==> config.mk <==
export PLATFORM = sky130hd
export DESIGN_NAME = sample_mem_arbiter
export DESIGN_NICKNAME = d
export VERILOG_FILES = /design/src/rtl/sample_mem_arbiter.sv
export SDC_FILE = /design/constraint.sdc
export NUM_CORES = 1
export LEC_CHECK = 0
export ABC_AREA = 1
export CORE_MARGIN = 2
export CORE_UTILIZATION = 45
export DETAILED_ROUTE_END_ITERATION = 7
export SYNTH_ARGS = -nofsm -noshare
export SYNTH_HDL_FRONTEND = slang
export SYNTH_SLANG_ARGS = --single-unit
==> constraint.sdc <==
create_clock -name clk -period 6.4 [get_ports clk]
set_input_delay 1.28 -clock clk [delete_from_list [all_inputs] [get_ports clk]]
set_output_delay 1.28 -clock clk [all_outputs]
set_load 0.02 [all_outputs]
==> src/rtl/sample_mem_arbiter.sv <==
// sample_mem_arbiter: shares one memory command port between buffered capture writes and readback reads.
// Latency: one IDLE decision cycle, then the command is presented and held; at least 2 cycles per command.
// Backpressure: pageFull at FIFO level >= AF_LEVEL; mem_cmd_* held stable while mem_cmd_ready is low.
// Optional feature macro: ARB_STATS_EN adds accepted-command and stall-cycle counters.

module sample_mem_arbiter_fifo #(
    parameter int WIDTH = 8,
    parameter int AW    = 4
) (
    input  logic             clk,
    input  logic             reset,
    input  logic             push,
    input  logic             pop,
    input  logic [WIDTH-1:0] pushData,
    output logic [WIDTH-1:0] headData,
    output logic [AW:0]      level,
    output logic [AW:0]      levelNext,
    output logic             full,
    output logic             empty
);
    localparam logic [AW:0]   DEPTH   = (AW+1)'(1 << AW);
    localparam logic [AW:0]   LVL_ONE = (AW+1)'(1);
    localparam logic [AW-1:0] PTR_ONE = (AW)'(1);

    logic [WIDTH-1:0] mem [1 << AW];
    logic [AW-1:0]    wrPtr;
    logic [AW-1:0]    rdPtr;

    assign headData = mem[rdPtr];
    assign full     = (level == DEPTH);
    assign empty    = (level == '0);

    // Occupancy after this cycle's push/pop; the caller only pushes into a full FIFO when it also pops.
    always_comb begin
        levelNext = level;
        case ({push, pop})
            2'b10:   levelNext = level + LVL_ONE;
            2'b01:   levelNext = level - LVL_ONE;
            default: levelNext = level;
        endcase
    end

    // Storage has no reset; only entries below the level are ever read.
    always_ff @(posedge clk) begin
        if (push) begin
            mem[wrPtr] <= pushData;
        end
    end

    // Pointer and level bookkeeping.
    always_ff @(posedge clk) begin
        if (reset) begin
            wrPtr <= '0;
            rdPtr <= '0;
            level <= '0;
        end else begin
            if (push) begin
                wrPtr <= wrPtr + PTR_ONE;
            end
            if (pop) begin
                rdPtr <= rdPtr + PTR_ONE;
            end
            level <= levelNext;
        end
    end
endmodule

module sample_mem_arbiter #(
    parameter int SAMPLE_PACKET_WIDTH = 32,
    parameter int FIFO_AW             = 4,
    parameter int HI_WM               = 12,
    parameter int AF_LEVEL            = 14
) (
    input  logic                           clk,
    input  logic                           reset,
    input  logic                           wr_en,
    input  logic [SAMPLE_PACKET_WIDTH-1:0] wr_data,
    input  logic [26:0]                    wr_addr,
    output logic                           pageFull,
    output logic                           wr_overflow,
    input  logic                           read_req,
    input  logic [26:0]                    read_addr,
    output logic                           read_allowed,
    output logic                           mem_cmd_valid,
    input  logic                           mem_cmd_ready,
    output logic                           mem_cmd_write,
    output logic [26:0]                    mem_cmd_addr,
    output logic [SAMPLE_PACKET_WIDTH-1:0] mem_cmd_wdata,
    input  logic                           mem_rd_valid,
`ifdef ARB_STATS_EN
    output logic [31:0]                    stat_wr_cmds,
    output logic [31:0]                    stat_rd_cmds,
    output logic [31:0]                    stat_stall_cycles,
`endif
    output logic [FIFO_AW:0]               fifo_level
);
    localparam logic [FIFO_AW:0] HI_WM_LVL = (FIFO_AW+1)'(HI_WM);
    localparam logic [FIFO_AW:0] AF_LVL    = (FIFO_AW+1)'(AF_LEVEL);

    typedef struct packed {
        logic [26:0]                    addr;
        logic [SAMPLE_PACKET_WIDTH-1:0] data;
    } wrEntry_t;

    typedef enum logic [1:0] {
        IDLE   = 2'd0,
        WR_CMD = 2'd1,
        RD_CMD = 2'd2
    } state_t;

    typedef enum logic {
        GRANT_READ  = 1'b0,
        GRANT_WRITE = 1'b1
    } grant_t;

    state_t          state;
    grant_t          lastGrant;
    logic            rdOutstanding;

    wrEntry_t        fifoIn;
    wrEntry_t        fifoHead;
    logic [FIFO_AW:0] fifoLevelNext;
    logic            fifoFull;
    logic            fifoEmpty;
    logic            fifoPush;
    logic            fifoPop;

    logic            cmdAccept;
    logic            wrPend;
    logic            rdPend;
    logic            aboveHiWm;
    logic            goWrite;
    logic            goRead;

    assign cmdAccept = mem_cmd_valid & mem_cmd_ready;
    assign fifoPop   = cmdAccept & (state == WR_CMD);
    // A full FIFO still takes a packet when the head leaves in the same cycle.
    assign fifoPush  = wr_en & (~fifoFull | fifoPop);

    assign fifoIn.addr = wr_addr;
    assign fifoIn.data = wr_data;

    sample_mem_arbiter_fifo #(
        .WIDTH ($bits(wrEntry_t)),
        .AW    (FIFO_AW)
    ) u_wrFifo (
        .clk       (clk),
        .reset     (reset),
        .push      (fifoPush),
        .pop       (fifoPop),
        .pushData  (fifoIn),
        .headData  (fifoHead),
        .level     (fifo_level),
        .levelNext (fifoLevelNext),
        .full      (fifoFull),
        .empty     (fifoEmpty)
    );

    // Arbitration: high watermark forces writes, a tie goes to whichever side did not win last.
    always_comb begin
        wrPend    = ~fifoEmpty;
        rdPend    = read_req & ~rdOutstanding;
        aboveHiWm = (fifo_level >= HI_WM_LVL);
        goWrite   = wrPend & (aboveHiWm | ~rdPend | (lastGrant == GRANT_READ));
        goRead    = rdPend & ~goWrite;
    end

    // pageFull tracks the post-update level so capture sees it in the same cycle as fifo_level.
    always_ff @(posedge clk) begin
        if (reset) begin
            pageFull <= 1'b0;
        end else begin
            pageFull <= (fifoLevelNext >= AF_LVL);
        end
    end

    // Sticky drop flag: a packet arrived with nowhere to go.
    always_ff @(posedge clk) begin
        if (reset) begin
            wr_overflow <= 1'b0;
        end else if (wr_en & fifoFull & ~fifoPop) begin
            wr_overflow <= 1'b1;
        end
    end

    // Command FSM: fields are latched on entry to a command state and held until accepted.
    always_ff @(posedge clk) begin
        if (reset) begin
            state         <= IDLE;
            lastGrant     <= GRANT_READ;
            rdOutstanding <= 1'b0;
            read_allowed  <= 1'b0;
            mem_cmd_valid <= 1'b0;
            mem_cmd_write <= 1'b0;
            mem_cmd_addr  <= '0;
            mem_cmd_wdata <= '0;
        end else begin
            read_allowed <= 1'b0;
            if (mem_rd_valid) begin
                rdOutstanding <= 1'b0;
            end
            case (state)
                IDLE: begin
                    if (goWrite) begin
                        state         <= WR_CMD;
                        mem_cmd_valid <= 1'b1;
                        mem_cmd_write <= 1'b1;
                        mem_cmd_addr  <= fifoHead.addr;
                        mem_cmd_wdata <= fifoHead.data;
                    end else if (goRead) begin
                        state         <= RD_CMD;
                        mem_cmd_valid <= 1'b1;
                        mem_cmd_write <= 1'b0;
                        mem_cmd_addr  <= read_addr;
                    end
                end
                WR_CMD: begin
                    if (mem_cmd_ready) begin
                        state         <= IDLE;
                        mem_cmd_valid <= 1'b0;
                        lastGrant     <= GRANT_WRITE;
                    end
                end
                RD_CMD: begin
                    if (mem_cmd_ready) begin
                        state         <= IDLE;
                        mem_cmd_valid <= 1'b0;
                        lastGrant     <= GRANT_READ;
                        read_allowed  <= 1'b1;
                        // Acceptance wins over a coinciding completion of the previous read.
                        rdOutstanding <= 1'b1;
                    end
                end
                default: begin
                    state         <= IDLE;
                    mem_cmd_valid <= 1'b0;
                end
            endcase
        end
    end

`ifdef ARB_STATS_EN
    // Saturating counters of accepted writes, accepted reads and stalled command cycles.
    always_ff @(posedge clk) begin
        if (reset) begin
            stat_wr_cmds      <= '0;
            stat_rd_cmds      <= '0;
            stat_stall_cycles <= '0;
        end else begin
            if (cmdAccept & mem_cmd_write & (stat_wr_cmds != '1)) begin
                stat_wr_cmds <= stat_wr_cmds + 32'd1;
            end
            if (cmdAccept & ~mem_cmd_write & (stat_rd_cmds != '1)) begin
                stat_rd_cmds <= stat_rd_cmds + 32'd1;
            end
            if (mem_cmd_valid & ~mem_cmd_ready & (stat_stall_cycles != '1)) begin
                stat_stall_cycles <= stat_stall_cycles + 32'd1;
            end
        end
    end
`endif
endmodule

After elaboration in Yosys (flattened, before gate mapping) --
Memory sizes are Yosys's and may differ from the RTL's. A register that Yosys moved wholly into a read port is not among the register bits. Cells that the tools add are included.
Storage, ports and cells: memories kept 1, input bits 92, bits in registers 81, RAM bits 944
Memories:
- u_wrFifo.mem | depth 16, width 59, rd ports 1, clocked after memory_dff 1, wr ports 1, RTL line 25 | logic [WIDTH-1:0] mem [1 << AW];
Operators by class: bitwise gates (word level) 19, equal/unequal tests 9, add/subtract/negate cells 4, multiplexer cells 23, order comparisons 2, reduce and logical (&&, ||, !) cells 10
Operators by type and width (count):
- $mux 27 | 2
- $mux 1 | 12
- $ge 5x4->1 const B | 2
- $pmux 5 s2 | 1
- $add 4x1->4 const B | 2
- $and 1x1->1 | 8
- $mux 4 | 2
- $not 1->1 | 8
- $mux 2 | 3
- $reduce_and 2->1 | 3
- $add 5x1->5 const B | 1
- $eq 5x5->1 const B | 1
- $logic_not 5->1 | 1
- $sub 5x1->5 const B | 1
- $eq 2x1->1 const B | 2
- $eq 2x2->1 const B | 2
- $ne 2x2->1 const B | 2
- $pmux 1 s2 | 2
- $pmux 2 s2 | 1
- $reduce_bool 2->1 | 2
- $reduce_or 2->1 | 2
- $ne 3x3->1 const B | 1
- $or 1x1->1 | 3
- $reduce_and 3->1 | 1
- 2 further kinds | 2

Depth between registers and ports, before layout --
Gate-level depths: netlist (run 1).
word-level depth 11, depth in mapped cells 19, mapped depth without buffers 18

Modules after synthesis --
A second synthesis (run 1) with hierarchy kept.
Unflattened totals: cells, all modules 3555, area, all modules 42702.2 um^2
By module, submodules not included:
- sample_mem_arbiter_fifo | cells an instance 3117, instances 1, sequential area each 28687.5 um^2, area each 39629.3 um^2
- sample_mem_arbiter | cells an instance 438, instances 1, sequential area each 1361.3 um^2, area each 3072.9 um^2

Worst setup path before layout (run 1) --
Ideal clock, no wire load.
kind input -> register, from in mem_cmd_ready, to mem u_wrFifo.mem[11][0] in the netlist's numbering (enable), stages 6, data required time 5.924 ns, setup time 0.476 ns, slack 1.467 ns, path buffers 0, arrival 4.457 ns, path through nand3_1 -> nand2_1 -> o21ai_1 -> inv_1 -> nand2_1 -> nor2_1
On the way: cells in the longest elaborated chain, start to end 6
Ends and longest elaborated chain:
- start, declared | RTL line 85 | input logic mem_cmd_ready,
- $and 1x1->1 | RTL line 135 | assign cmdAccept = mem_cmd_valid & mem_cmd_ready;
- $and 1x1->1 | RTL line 136 | assign fifoPop = cmdAccept & (state == WR_CMD);
- $or 1x1->1 | RTL line 138 | assign fifoPush = wr_en & (~fifoFull | fifoPop);
- $and 1x1->1 | RTL line 138
- $mux 1 | RTL line 45 | if (push) begin
- $mux 1 (implied by the code) | RTL line 46 | mem[wrPtr] <= pushData;
- end, declared | RTL line 25
Every way passes these cells.

Worst setup path in the final report (run 1) --
from in mem_cmd_ready, to mem u_wrFifo.mem[15][15] in the netlist's numbering (enable)
The elaborated chain is that of the path after synthesis.

==> run summary, run 1 <==
adder-cell share of the synthesized area: 0.333%
P_sw: 0.00386 W
Post-CTS Setup Bufs: 0
Worst Setup Start Kind: input port
Filler cells: 7757
pwr dens: 326 mW/mm^2
Slew @ Worst Pin: 1.15 ns
Pint: 0.0116 W
syn_area_per_cell: 11.8 sq um
dpl hpwl: 56600 um
simple-gate area share of the yosys netlist: 13.4%
commonest cells after routing, fill and taps aside: 944 x edfxtp_1, 551 x nor2_1, 449 x nand2_1, 343 x o21ai_0, 328 x nand3_1
Req. time, crit path: 6.72 ns
Comb pwr share: 11.6%
post-route insts no fill: 4859
Switching Share: 25.0%
Reg power frac: 50.2%
Synth area leaders: edfxtp_1 68%, nor2_1 5.1%, o21ai_0 4.1%, dfxtp_1 4.1%, nand2_1 4.1%
Std-Cell Rows: 111
DR pass1 iterations: 5
sequential fraction of the synthesis area: 72.6%
first-pass GRT wire length: 158000 um
drt wl/cell: 21.7 um
Setup violations, final: 0
antenna violations before repair: 1
min cycle time layout: 3.96 ns
final RePlAce weighted congestion: 0.772
top layer in use: met4
min-delay worst type: flip-flop to flip-flop
Die Footprint: 0.0944 sq mm
vias in the first global route: 25300
crit-path cells: clkdlybuf4s50_1 > nand3_1 > nand2_1 > o21ai_1 > buf_4 > inv_1 > nand2_1 > nor2_4 > buf_4
Synth Net Count: 3600
Hold WS: 0.475 ns
clock skew: 0.0391 ns
WL final: 106000 um
Die X: 307 um
Via density: 5.44
clk_lat worst skew: 0.69 ns
Pleak: 16.3 nW
nets: 3690
commonest non-fill, non-tap cell in the layout: edfxtp_1
largest area contributor in the netlist: edfxtp_1
number of port buffers: 160
initial drt markers: 2504
final hold vios: 0
status: finished clean
critical-path maximum fanout: 24
Via Count: 26400
Root Driver: clkbuf_16
M1 wire length: 46700 um
DRC: 0
GRT Util Overall: 22.1%
Hold Buf Count CTS: 0
Max Fclk: 252 MHz
final worst-path cycle share: 61.9%
Setup TNS: 0 ns
Sink Count: 1029
Clk pwr share: 38.2%
number of routed nets with antenna violations: 0
Compound-Gate Fraction of Synth Area: 8.75%
CTS tree: built
Crit Path Category: input port to flip-flop
Synth Cell Area: 0.0414 sq mm
Ys Warns: 0
H-tree levels: 3
Post-Synthesis Cells: 3497
Finished Core Util: 51.8%
Critical Path Slowest Stage Cell: nor2_4
post-synth top area share: 68.5%
maximum vdd ir drop: 0.000211 V
max-cap violations: 0
post-synthesis mux area share: 0%
CTS Buffer Depth: 3
largest net degree at the start of global routing: 200
Max-Slew Margin vs Limit: 23.2%
Placed Cells: 4667
CTS resizes: 0
RSZ-0062 raised after global routing: no
Setup crit end kind: flip-flop
Starting Density: 45.3%
post-synthesis cell type count: 27
CP max stage delay: 0.96 ns
hold path depth: 2
Reg clk slew, reported paths: 0.06 ns
Seq cells post-synth: 1029
fin. max-slew vios: 0
die span in y: 307 um
met3 routed WL: 7660 um
wire length on met2: 49100 um
area delta synth->final: 14.3%
largest family of logic cells by synthesized area: simple AND/OR/NAND/NOR gates
total power: 0.0154 W
total core area: 0.0914 sq mm
TritonCTS buffer count: 104
aggregate global routing overflow: 0
IO Count: 161
FF-to-FF path depth: 10
Synth Area in XOR/XNOR: 0.106%
critical path data arrival time: 4.28 ns
layout cell share with drive strength beyond 1: 6.24%
per-layer routing:
metal  track usage (%)  vias up
li1                  -    12500
met1              31.8    12900
met2              34.9      962
met3              3.59      111
met4              5.96        0
met5                 0        -
power groups by stage:
stage	Combinational, W	Clock, W	Sequential, W
2_1_floorplan	0.000826	0	0.00801
3_3_place_gp	0.00177	0	0.00787
3_5_place_dp	0.00180	0	0.00787
4_1_cts	0.00181	0.00597	0.00773
5_1_grt	0.00195	0.00624	0.00775
6_report	0.00179	0.00589	0.00773
worst max-delay path: cells and delay by family:
family / cells / cell delay, ns
and+or+nand+nor: 4 / 1.56
buffers and inverters: 4 / 1.35
AOI/OAI and AO/OA: 1 / 0.08
cells by family (layout without fill, tap and decap cells):
group | after synthesis | count (layout)
AOI/OAI and AO/OA | 637 | 637
xor gates and xnor gates | 5 | 5
adders and majority gates | 11 | 11
buffers and inverters | 453 | 627
DFF | 1029 | 1029
other | 0 | 2
and+or+nand+nor | 1362 | 1362
worst paths after layout:
check	slack, ns	end	from
setup / recovery	2.44	u_wrFifo.mem[15][15]	mem_cmd_ready
hold / removal	0.47	rdOutstanding	rdOutstanding
setup reg to reg	3.01	u_wrFifo.mem[15][15]	state[1]
hold reg to reg	0.47	rdOutstanding	rdOutstanding
area by class of cell:
cell class,count,area [sq um],share of cell area [%]
inverter,234,896,1.89
multi-input combinational,2015,9490,20.1
sequential,1029,30100,63.5
clock inverter,53,488,1.03
clock buffer,137,2800,5.91
timing repair buffer,203,2090,4.43
antenna,2,5.00,0.0106
tap,1186,1480,3.14
flip-flops by register name, summed over array words and instances, names as in the netlist, named ones only:
| signal | flops |
|---|---|
| mem_cmd_wdata | 32 |
| pageFull | 1 |
| state | 2 |
| lastGrant | 1 |
| mem_cmd_valid | 1 |
| rdOutstanding | 1 |
| u_wrFifo.rdPtr | 4 |
| read_allowed | 1 |
| mem_cmd_write | 1 |
| wr_overflow | 1 |
| u_wrFifo.mem | 944 |
| u_wrFifo.level | 5 |
| u_wrFifo.wrPtr | 4 |
| mem_cmd_addr | 27 |
cells in the mapped netlist:
| cell type | n |
|---|---|
| o211ai_1 | 170 |
| a21boi_0 | 1 |
| clkinv_1 | 1 |
| inv_2 | 5 |
| buf_1 | 24 |
| nand2_1 | 451 |
| o21ai_1 | 29 |
| ha_1 | 11 |
| o21a_1 | 1 |
| dfxtp_1 | 85 |
| buf_4 | 14 |
| buf_8 | 2 |
| xnor2_1 | 1 |
| nand3b_1 | 1 |
| o22ai_1 | 1 |
| edfxtp_1 | 944 |
| nand4_1 | 1 |
| or2_2 | 14 |
| buf_6 | 16 |
| a21oi_1 | 92 |
| inv_1 | 228 |
| buf_2 | 59 |
| nor2_1 | 567 |
| xor2_1 | 4 |
| nand3_1 | 328 |
| clkbuf_1 | 104 |
| o21ai_0 | 343 |
through the flow:
step	area, sq um	setup WS, ns
after global routing	47300	2.28
after floorplan	41400	1.47
after global placement	44000	1.86
final	47300	2.44
after CTS	47300	2.46
after detailed placement	44000	1.76
Note: power is estimated with default switching activity, not from simulation.
==> run 2: changes to the inputs <==
- clock period: 6.4 -> 4.1 ns (I/O delays scaled with it)
==> run 2 against run 1 <==
Effect of this change: first-iteration DRC count increased by 9.5%; non-clock buffer count grew 22; setup slack got worse by 1.2 ns; power rose by 58%; largest cell class unchanged.
==> run summary, run 2 (same netlist as run 1, synthesis figures left out) <==
status: finished clean
Final WS setup: 1.27 ns (-1.16 ns)
commonest cells after routing, fill and taps aside: 944 x edfxtp_1, 551 x nor2_1, 449 x nand2_1, 343 x o21ai_0, 328 x nand3_1
Std-Cell Rows: 111 (unchanged)
layout cell share with drive strength beyond 1: 6.92% (+0.68 points)
Reg clk slew, reported paths: 0.06 ns (about the same)
CTS tree: built
CP Launch Point: mem_cmd_ready
number of port buffers: 160 (unchanged)
initial drt markers: 2742 (+9.5%)
Post-CTS Setup Bufs: 0 (unchanged)
Starting Density: 45.3% (unchanged)
Sink Count: 1029 (unchanged)
Crit Path Category: input port to flip-flop
max FFs per register: 944 (unchanged)
Req. time, crit path: 4.40 ns (-2.32 ns)
Setup violations, final: 0 (unchanged)
Max-Slew Margin vs Limit: 28.8% (+5.6 points)
min cycle time layout: 2.83 ns
R2R Setup Slk: 1.36 ns (-1.65 ns)
DR pass1 iterations: 5 (unchanged)
nets: 3713 (+0.62%)
clock skew: 0.0247 ns (-0.0144 ns)
Hold Buf Count CTS: 0 (unchanged)
Top delay family on crit path: buffers and inverters
critical-path maximum fanout: 36 (+50%)
aggregate global routing overflow: 0 (unchanged)
commonest non-fill, non-tap cell in the layout: edfxtp_1
TritonCTS buffer count: 105 (+0.96%)
Die X: 307 um (unchanged)
min-delay worst type: flip-flop to flip-flop
Worst Setup Start Kind: input port
CTS resizes: 0 (unchanged)
antenna violations before repair: 0 (-1)
number of routed nets with antenna violations: 0 (unchanged)
Setup crit end kind: flip-flop
Filler cells: 7763 (+0.077%)
H-tree levels: 3 (unchanged)
largest net degree at the start of global routing: 229 (+14%)
min-delay src: u_wrFifo.rdPtr[2]
Finished Core Util: 52.1% (+0.36 points)
Max Fclk: 354 MHz
pwr dens: 512 mW/mm^2 (+57%)
CP Buf/Inv Count: 4 (unchanged)
Pleak: 16.5 nW (+1.1%)
final instance area: 0.0476 sq mm (+0.69%)
CP max stage delay: 0.54 ns (-0.42 ns)
Setup TNS: 0 ns (unchanged)
IO Count: 161 (unchanged)
vias in the first global route: 25500 (+1.0%)
register with the most flip-flops: u_wrFifo.mem
Via density: 5.43 (about the same)
die span in y: 307 um (unchanged)
Root Driver: clkbuf_16
RSZ-0062 raised after global routing: no
dpl hpwl: 55400 um (-2.1%)
maximum vdd ir drop: 0.000353 V (+67%)
clk_lat worst skew: 0.69 ns (about the same)
Largest regs: u_wrFifo.mem x944, mem_cmd_wdata x32, mem_cmd_addr x27
Slew @ Worst Pin: 1.07 ns (-0.0807 ns)
Die Footprint: 0.0944 sq mm (unchanged)
WL final: 105000 um (-0.72%)
final worst-path cycle share: 68.9%
Post-Place Worst Slack: 0.620 ns (-1.14 ns)
GRT Util Overall: 22.0% (-0.049 points)
total power: 0.0244 W (+58%)
CTS Buffer Depth: 3 (unchanged)
final RePlAce weighted congestion: 0.794 (+2.9%)
crit-path cells: clkdlybuf4s50_1 > nand3_1 > nand2_1 > o21ai_1 > buf_4 > inv_1 > nand2_1 > nor2_4 > buf_4
Placed Area: 0.0442 sq mm (+0.43%)
DRC: 0 (unchanged)
total core area: 0.0914 sq mm (unchanged)
final hold vios: 0 (unchanged)
Critical Path Slowest Stage Cell: clkdlybuf4s50_1
critical path data arrival time: 3.13 ns (-1.15 ns)
fin. max-slew vios: 0 (unchanged)
first-pass GRT wire length: 159000 um (+0.73%)
Via Count: 26500 (+0.44%)
drt wl/cell: 21.4 um (-1.3%)
max-cap violations: 0 (unchanged)
area delta synth->final: 15.1%
-- run 2: cell count changes in the layout (fill, tap and decap cells not counted), sizes merged --
cell and change:
buf +22, clkbuf -10, clkinv +8, bufinv +6, clkinvlp +2, diode -1
inv -1
-- run 2: layer usage --
metal  wire (um)  vias up  GRT usage (%)
met1       47500    13100           31.8
met4        2170        0           6.31
li1            -    12500              -
met5           0        -              0
met3        6370      125           3.10
met2       48800      828           35.0
-- run 2: final timing paths --
path | end | cells past startpoint
max | u_wrFifo.mem[3][51] | 9
min | flip-flop | 2
max reg2reg | mem_cmd_wdata[5] | 8
min reg2reg | flip-flop | 2
-- run 2: layout make-up --
class	instances	area [sq um]	share of cell area [%]
well taps	1186	1480	3.11
clock buffers	127	2710	5.69
repair buffers	225	2280	4.80
inverters	234	896	1.88
clock inverters	68	713	1.50
diodes	1	2.50	0.00525
flip-flops and latches	1029	30100	63.1
multi-input cells	2015	9490	19.9
-- run 2: worst reg2reg max path: stages, from the launching register on --
cell	delay (ns)
dfxtp_4	0.55
buf_4	0.46
buf_4	0.65
o21ai_0	0.21
o211ai_1	0.22
nand3_1	0.25
nand3_1	0.22
nand2_1	0.07
inv_1	0.05
-- run 2: stage by stage --
stage	hold slack [ns]	std cells
global route	0.485	4884
finish	0.470	4885
CTS	0.474	4884
global placement	0.444	4689
floorplan	0.430	3497
detailed placement	0.457	4689
-- run 2: where the power goes --
group	internal, W	switching, W
Clock	0.00553	0.00402
Combinational	0.000982	0.00186
Sequential	0.0118	0.000183
